**config.mk**
```make
export PLATFORM = sky130hd
export DESIGN_NAME = asmd_interpolator
export DESIGN_NICKNAME = d
export VERILOG_FILES = /design/src/rtl/asmd_interpolator.sv
export SDC_FILE = /design/constraint.sdc
export NUM_CORES = 1
export LEC_CHECK = 0
export CAP_MARGIN = 20
export CORE_ASPECT_RATIO = 1.4
export CORE_MARGIN = 1.5
export CORE_UTILIZATION = 60
export CTS_CLUSTER_SIZE = 8
export DETAILED_ROUTE_END_ITERATION = 8
export MAX_ROUTING_LAYER = met4
export PLACE_DENSITY_LB_ADDON = 0.08
export SLEW_MARGIN = 10
export SYNTH_ARGS = -nofsm -noshare
export SYNTH_HDL_FRONTEND = slang
export SYNTH_SLANG_ARGS = --single-unit
```
**constraint.sdc**
```tcl
create_clock -name clk -period 4.2 [get_ports clk]
set_input_delay 0.63 -clock clk [delete_from_list [all_inputs] [get_ports clk]]
set_output_delay 0.63 -clock clk [all_outputs]
set_load 0.005 [all_outputs]
```
**src/rtl/asmd_interpolator.sv**
```systemverilog
// Linear-interpolating up-sampler: emits L = 2^LOG2_L samples per loaded word.
// ASMD: three-state controller driving an accumulator datapath.
module asmd_interpolator #(
  parameter int LOG2_L = 2,
  parameter int W      = 16
) (
  input  logic              clk,
  input  logic              rst,
  input  logic [W-1:0]      Din,
  input  logic              Ld,
  input  logic              En,
  output logic [W-1:0]      Dout,
  output logic              Valid,
  output logic              Ready,
  output logic [LOG2_L-1:0] Phase
);

  localparam int L  = 1 << LOG2_L;
  localparam int AW = W + LOG2_L + 2;
  localparam logic [LOG2_L-1:0] K_PEN  = LOG2_L'(L - 2);
  localparam logic [LOG2_L-1:0] K_LAST = LOG2_L'(L - 1);

  typedef enum logic [1:0] {
    S_IDLE,
    S_RUN,
    S_LAST
  } state_t;

  state_t state, state_nxt;

  logic [W-1:0]      prev, cur;
  logic [W:0]        diff;
  logic [AW-1:0]     acc;
  logic [AW-1:0]     acc_sum;
  logic [AW-1:0]     acc_init;
  logic [LOG2_L-1:0] k;
  logic              load, step, fin;

  assign acc_sum  = acc + {{(AW-W-1){diff[W]}}, diff};
  assign acc_init = {{(AW-W-LOG2_L){prev[W-1]}}, prev, {LOG2_L{1'b0}}};

  always_ff @(posedge clk or negedge rst) begin
    if (!rst) state <= S_IDLE;
    else      state <= state_nxt;
  end

  // S_LAST owns the final output of a group so the endpoint is exact.
  always_comb begin
    state_nxt = state;
    load      = 1'b0;
    step      = 1'b0;
    fin       = 1'b0;
    Ready     = (state == S_IDLE);
    case (state)
      S_IDLE: begin
        if (Ld) begin
          load      = 1'b1;
          state_nxt = S_RUN;
        end
      end
      S_RUN: begin
        if (En) begin
          step = 1'b1;
          if (k == K_PEN) state_nxt = S_LAST;
        end
      end
      S_LAST: begin
        if (En) begin
          fin       = 1'b1;
          state_nxt = S_IDLE;
        end
      end
      default: state_nxt = S_IDLE;
    endcase
  end

  always_ff @(posedge clk or negedge rst) begin
    if (!rst) begin
      prev  <= '0;
      cur   <= '0;
      diff  <= '0;
      acc   <= '0;
      k     <= '0;
      Dout  <= '0;
      Valid <= 1'b0;
      Phase <= '0;
    end else begin
      Valid <= step | fin;
      if (load) begin
        cur  <= Din;
        diff <= {Din[W-1], Din} - {prev[W-1], prev};
        acc  <= acc_init;
        k    <= '0;
      end
      if (step) begin
        acc   <= acc_sum;
        Dout  <= acc_sum[W+LOG2_L-1:LOG2_L];
        Phase <= k;
        k     <= k + LOG2_L'(1);
      end
      if (fin) begin
        Dout  <= cur;
        Phase <= K_LAST;
        prev  <= cur;
      end
    end
  end

endmodule
```
==> reports/metrics.csv, run 1 <==
metric,value,unit
clock root cell,clkbuf_16,
power share of the combinational group,0.540,
via count,4131,
R2R depth,9,
Reg area,0.00225,sq mm
Clock Sink Count,90,
critical path buffer and inverter count,2,
Initial Util,0.621,
part of the power in registers,0.306,
#FFs+latches synth,90,
DR WL/cell,16.5,microns
vias in the first global route,4231,
die area,0.00911,sq mm
H-Tree Depth,3,
fraction of layout instances using a drive strength above 1,0.0614,
status,finished clean,
Synth Area in XOR/XNOR,0.0442,
RSZ-0062 raised after global routing,false,
Worst setup EP type,flop,
register area share after synthesis,0.440,
Syn Area/Cell,9.04,sq um
antenna-violating nets left,0,
maximum vdd drop,0.000470,V
Worst Setup Path Type,input port to flop,
GPL Wtd Cong,0.846,
post-CTS resize count,0,
final setup TNS,0,ns
fmax,337,MHz
Antenna Cells,0,
post-CTS setup buffer count,0,
Iter 0 DRT Violations,258,
Worst path max stage delay,0.45,ns
mux share of post-synthesis cell area,0.0254,
power per cell area,849,mW/mm^2
CP Data Arrival Time,3.22,ns
hold_ws,0.395,ns
Post-route DRC,0,
iteration count of the initial detailed-routing pass,4,
design area,0.00588,sq mm
Clock transition at path regs,0.06,ns
Synth Area in Compound Gates,0.190,
Worst Hold Class,input port to asynchronous set/reset pin,
Die Ht,112,microns
static leakage,2.78,nW
fin worst setup slack,1.23,ns
worst slew pin tran,1.04,ns
synthesized net count,623,
Post-Synth Adder-Cell Area,0.0908,
Die X,81.1,microns
synth unique cells,59,
filler cell count,619,
sw frac,0.416,
Clock Latency Late Sink,0.34,ns
dpl ws,0.858,ns
first-pass GRT wire length,19900,microns
multi-input logic area,0.00270,sq mm
hold buffer count at cts,0,
grt ovf,0,
final setup fails,0,
Post-Syn Area,0.00512,sq mm
Syn Inst Count,567,
Worst path slowest cell,clkdlybuf4s50_1,
switching power,0.00208,W
post-route minimum period,2.97,ns
largest net degree at the start of global routing,68,
main combinational cell family by area after synthesis,compound AO/OA/AOI/OAI gates,
Int Pwr,0.00292,W
period utilization,0.707,
area delta synth->final,14.8,%
initial antenna violation count,0,
final hold vios,0,
Area after DPL,0.00560,sq mm
CTS tree,done,
Final Max Tran Viols,0,
nets,654,
final wirelength,11600,microns
CP required,4.45,ns
Inserted Clock Buffers,9,
YS warnings,0,
CP Max Fanout,2,
GR Util All Layers,0.290,
routed vias/inst,5.86,
Rows,39,
"EDFF count, synth",0,
clk_skew,0.00599,ns
CP Cell Sequence,"clkdlybuf4s50_1, inv_1, ha_1, fa_1, nand2b_1, a21oi_1, nor4b_1, o31ai_1, a41oi_1, xor2_1, o21ai_0",
"Top FF cell, synth",dfrtp_1,
"reg-to-reg slack, setup",1.41,ns
Clk pwr share,0.154,
IO Pins,40,
Core Area,0.00825,sq mm
placed wire-length estimate,7980,microns
Worst path depth,11,
# Max-Cap Violations,0,
Port Buffers,39,
maximum clock path buffer count,2,
Synth Area in Simple Gates,0.176,
Worst slew margin,0.302,
CP Launch Type,input port,
Top Family by Delay on Critical Path,compound AO/OA/AOI/OAI gates,
async set-reset flop share out of synthesis,1.00,
-- synth_stat cells, types with 2 or more instances --
master | instances | area (sq um)
ha_1 | 34 | 425
nor3b_1 | 5 | 37.5
and3_1 | 2 | 12.5
and2_1 | 5 | 31.3
nand4_1 | 3 | 18.8
nand2b_1 | 11 | 68.8
xnor2_1 | 12 | 105
nand3_1 | 13 | 65.1
o21ai_1 | 2 | 10.0
o211ai_1 | 11 | 82.6
nor2_1 | 24 | 90.1
clkbuf_1 | 24 | 90.1
or2_2 | 3 | 18.8
nand2_1 | 125 | 469
nor2b_1 | 3 | 18.8
inv_1 | 21 | 78.8
a31oi_1 | 5 | 31.3
fa_1 | 2 | 40.0
mux2i_1 | 13 | 130
dfrtp_1 | 90 | 2250
o21bai_1 | 3 | 22.5
a211oi_1 | 5 | 37.5
a22o_1 | 2 | 17.5
xor2_1 | 12 | 105
a211o_1 | 3 | 26.3
o21ai_0 | 63 | 315
a21oi_1 | 31 | 155
a21o_1 | 6 | 45.0
o31ai_1 | 3 | 22.5
a2111oi_0 | 2 | 17.5
-- cells by family after synthesis --
group	after synthesis
AOI/OAI and AO/OA	154
xor gates and xnor gates	25
adders and majority gates	36
buffers and inverters	46
DFF	90
muxes	13
and+or+nand+nor	203
-- metrics by stage --
step / utilization / total power (W) / instances
finish: 0.713 / 0.00499 / 705
global route: 0.713 / 0.00541 / 705
CTS: 0.713 / 0.00499 / 705
detailed placement: 0.679 / 0.00419 / 689
global placement: 0.677 / 0.00410 / 688
floorplan: - / 0.00345 / 567
-- power by group through the flow --
stage / clock [W] / sequential, W / combinational, W
6_report: 0.000769 / 0.00153 / 0.00270
5_1_grt: 0.000814 / 0.00157 / 0.00303
4_1_cts: 0.000778 / 0.00153 / 0.00269
3_5_place_dp: 0 / 0.00154 / 0.00265
3_3_place_gp: 0 / 0.00152 / 0.00258
2_1_floorplan: 0 / 0.00149 / 0.00196
-- routing by layer --
metal	part of all wire	track usage
met5	0	-
met3	0.040	0.0472
met2	0.50	0.471
met4	0.022	0.105
met1	0.44	0.362
-- path summary, 6_finish.rpt --
kind	start	endpoint
max reg2reg	diff[0]	acc[16]
min in group clk	cur[15]	cur[15]
max in group asynchronous	rst	acc[7]
min reg2reg	cur[15]	cur[15]
max	Din[0]	diff[14]
min	rst	Phase[0]
-- flip-flops by register name, indices dropped and copies added, names as in the netlist --
name,cells
Phase,2
Dout,16
prev,16
k,2
diff,17
acc,18
Valid,1
state,2
cur,16
-- cells in the final DEF (no fill, tap or decap), types with 2 or more instances in the layout --
cell type | Yosys | layout
o211ai_1 | 11 | 11
nand4_1 | 3 | 3
inv_1 | 21 | 21
a31oi_1 | 5 | 5
a21oi_1 | 31 | 31
fa_1 | 2 | 2
a211oi_1 | 5 | 5
buf_4 | 0 | 6
and2_1 | 5 | 5
ha_1 | 34 | 34
clkbuf_16 | 0 | 9
o21ai_1 | 2 | 2
or2_2 | 3 | 3
o21bai_1 | 3 | 3
nand3_1 | 13 | 13
xnor2_1 | 12 | 12
clkdlybuf4s50_1 | 0 | 38
xor2_1 | 12 | 12
clkbuf_1 | 24 | 2
nor2_1 | 24 | 23
a21o_1 | 6 | 6
o21ai_0 | 63 | 63
dfrtp_1 | 90 | 90
a2111oi_0 | 2 | 2
a211o_1 | 3 | 3
mux2i_1 | 13 | 13
nand2_1 | 125 | 124
clkinv_2 | 0 | 2
and3_1 | 2 | 2
o31ai_1 | 3 | 3
nand2b_1 | 11 | 11
a22o_1 | 2 | 2
nor3b_1 | 5 | 5
nor2b_1 | 3 | 3
clkbuf_8 | 0 | 3
-- area by class of cell --
class	instances	area share
multi-input cells	431	0.459
flip-flops and latches	90	0.383
repair buffers	45	0.0742
clock buffers	14	0.0466
well taps	102	0.0217
inverters	21	0.0134
clock inverters	2	0.00170
Power figures use the tool's default switching activity.
==> run 2: changes to the inputs <==
--- a/config.mk
+++ b/config.mk
@@ -8,7 +8,7 @@
 export CAP_MARGIN = 20
 export CORE_ASPECT_RATIO = 1.4
 export CORE_MARGIN = 1.5
-export CORE_UTILIZATION = 60
+export CORE_UTILIZATION = 59
 export CTS_CLUSTER_SIZE = 8
 export DETAILED_ROUTE_END_ITERATION = 8
 export MAX_ROUTING_LAYER = met4
==> constraint.sdc (replaced) <==
create_clock -name clk -period 2.8 [get_ports clk]
set_input_delay 0.42 -clock clk [delete_from_list [all_inputs] [get_ports clk]]
set_output_delay 0.42 -clock clk [all_outputs]
set_load 0.005 [all_outputs]
==> run 2 against run 1 <==
  * Die area is 1.6% higher
  * Largest cell class unchanged
  * Core utilization is 0.43 points lower
  * Combinational power is 54% higher
  * Setup slack worse by 1.2 ns
  * Clock power is 73% higher
==> reports/metrics.csv, run 2 (same netlist as run 1, synthesis figures left out) <==
metric,value,unit
iteration count of the initial detailed-routing pass,4,
routed vias/inst,5.89,
Inst Count DP,698,
status,finished clean,
static leakage,2.85,nW
switching power,0.00314,W
vias in the first global route,4317,
placed wire-length estimate,8200,microns
area delta synth->final,17.7,%
Iter 0 DRT Violations,210,
maximum clock path buffer count,2,
Biggest register,acc,
Clock Sink Count,90,
worst slew pin tran,0.634,ns
RSZ-0062 raised after global routing,true,
power per cell area,1290,mW/mm^2
period utilization,0.979,
first-pass GRT wire length,19800,microns
CP Data Arrival Time,3.00,ns
CTS tree,done,
Die Ht,113,microns
Largest register FFs,18,
Inserted Clock Buffers,9,
dpl ws,-0.323,ns
RR Endpoint,acc[16],
grt ovf,0,
Clk pwr share,0.171,
clock root cell,clkbuf_16,
Int Pwr,0.00463,W
clk_skew,0.00629,ns
sw frac,0.404,
Post-route DRC,0,
reg2reg start,diff[0],
CP Launch Type,input port,
final setup fails,0,
Clock Latency Late Sink,0.35,ns
GR Util All Layers,0.288,
final hold vios,0,
Core Area,0.00851,sq mm
IO Pins,40,
Initial Util,0.602,
"reg-to-reg slack, setup",0.16,ns
DR WL/cell,16.5,microns
via count,4211,
CP required,3.06,ns
fin worst setup slack,0.0586,ns
"commonest non-fill, non-tap cell in the layout",nand2_1,
H-Tree Depth,3,
Final Max Tran Viols,0,
Clock transition at path regs,0.06,ns
initial antenna violation count,0,
Antenna Cells,0,
nets,663,
R2R depth,9,
# Max-Cap Violations,0,
die area,0.00926,sq mm
largest net degree at the start of global routing,49,
Rows,40,
final wirelength,11800,microns
Die X,81.8,microns
Worst Hold Class,input port to asynchronous set/reset pin,
final cell count without fillers,715,
Top Registers,"acc: 18 flops, diff: 17 flops",
"commonest non-fill, non-tap cells in the layout","124 x nand2_1, 90 x dfrtp_1, 63 x o21ai_0, 38 x clkdlybuf4s50_1, 33 x ha_1",
fmax,365,MHz
Worst Setup Path Type,input port to flop,
fraction of layout instances using a drive strength above 1,0.0820,
antenna-violating nets left,0,
GPL Wtd Cong,0.866,
part of the power in registers,0.295,
CP Max Fanout,2,
maximum vdd drop,0.000730,V
Port Buffers,39,
Worst setup EP type,flop,
Worst slew margin,0.577,
power share of the combinational group,0.534,
post-route minimum period,2.74,ns
run 2: worst max-delay path, cell delays in order:
cell and delay [ns]:
clkdlybuf4s50_1 0.47, inv_1 0.05, ha_1 0.24, fa_1 0.41
nand2b_1 0.19, a21oi_2 0.22, nor4b_2 0.08, o31ai_1 0.25
buf_4 0.16, a41oi_1 0.17, xor2_1 0.18, o21ai_0 0.17
run 2: how the worst max path moves through the flow:
stage	slack, ns	startpoint	to
floorplan	0.42	diff[0]	acc[16]
global placement	-0.24	Din[0]	diff[14]
detailed placement	-0.32	Din[0]	diff[14]
CTS	0.02	Din[0]	diff[14]
global route	-0.08	Din[0]	diff[14]
finish	0.06	Din[0]	diff[14]
run 2: final cells by class:
type	count	area [sq um]
Clock buffer	12	267
Clock inverter	2	60.1
Fill cell	664	2480
Inverter	21	78.8
Multi-Input combinational cell	431	2720
Sequential cell	90	2250
Tap cell	105	131
Timing Repair Buffer	54	526
run 2: stage by stage:
stage / total power (W) / util / hold WS [ns] / setup TNS (ns) / instance area (sq um)
after floorplan: 0.00517 / - / 0.124 / 0 / 5120
after global placement: 0.00621 / 0.665 / 0.449 / -0.551 / 5660
after detailed placement: 0.00633 / 0.666 / 0.456 / -0.741 / 5670
after CTS: 0.00772 / 0.705 / 0.0914 / 0 / 5990
after global routing: 0.00840 / 0.709 / 0.120 / -0.0940 / 6030
final: 0.00777 / 0.709 / 0.0661 / 0 / 6030
run 2: what timing repair did:
action	CTS	global route
pin swaps	1	3
hold buffers	0	0
buffers inserted	0	3
setup endpoints to repair	1	5
resized for setup	0	4
run 2: power groups by stage:
stage / registers, W / clock network, W / logic, W
after detailed placement: 0.00231 / 0 / 0.00402
after floorplan: 0.00223 / 0 / 0.00294
final: 0.00229 / 0.00133 / 0.00415
after CTS: 0.00229 / 0.00134 / 0.00409
after global routing: 0.00236 / 0.00139 / 0.00465
after global placement: 0.00228 / 0 / 0.00393
run 2: metal layers:
layer	GRT usage	share of wire	up-vias
met4	0.120	0.025	0
met5	-	0	-
met1	0.343	0.42	2029
met3	0.0516	0.048	21
met2	0.472	0.51	99
li1	-	-	2062
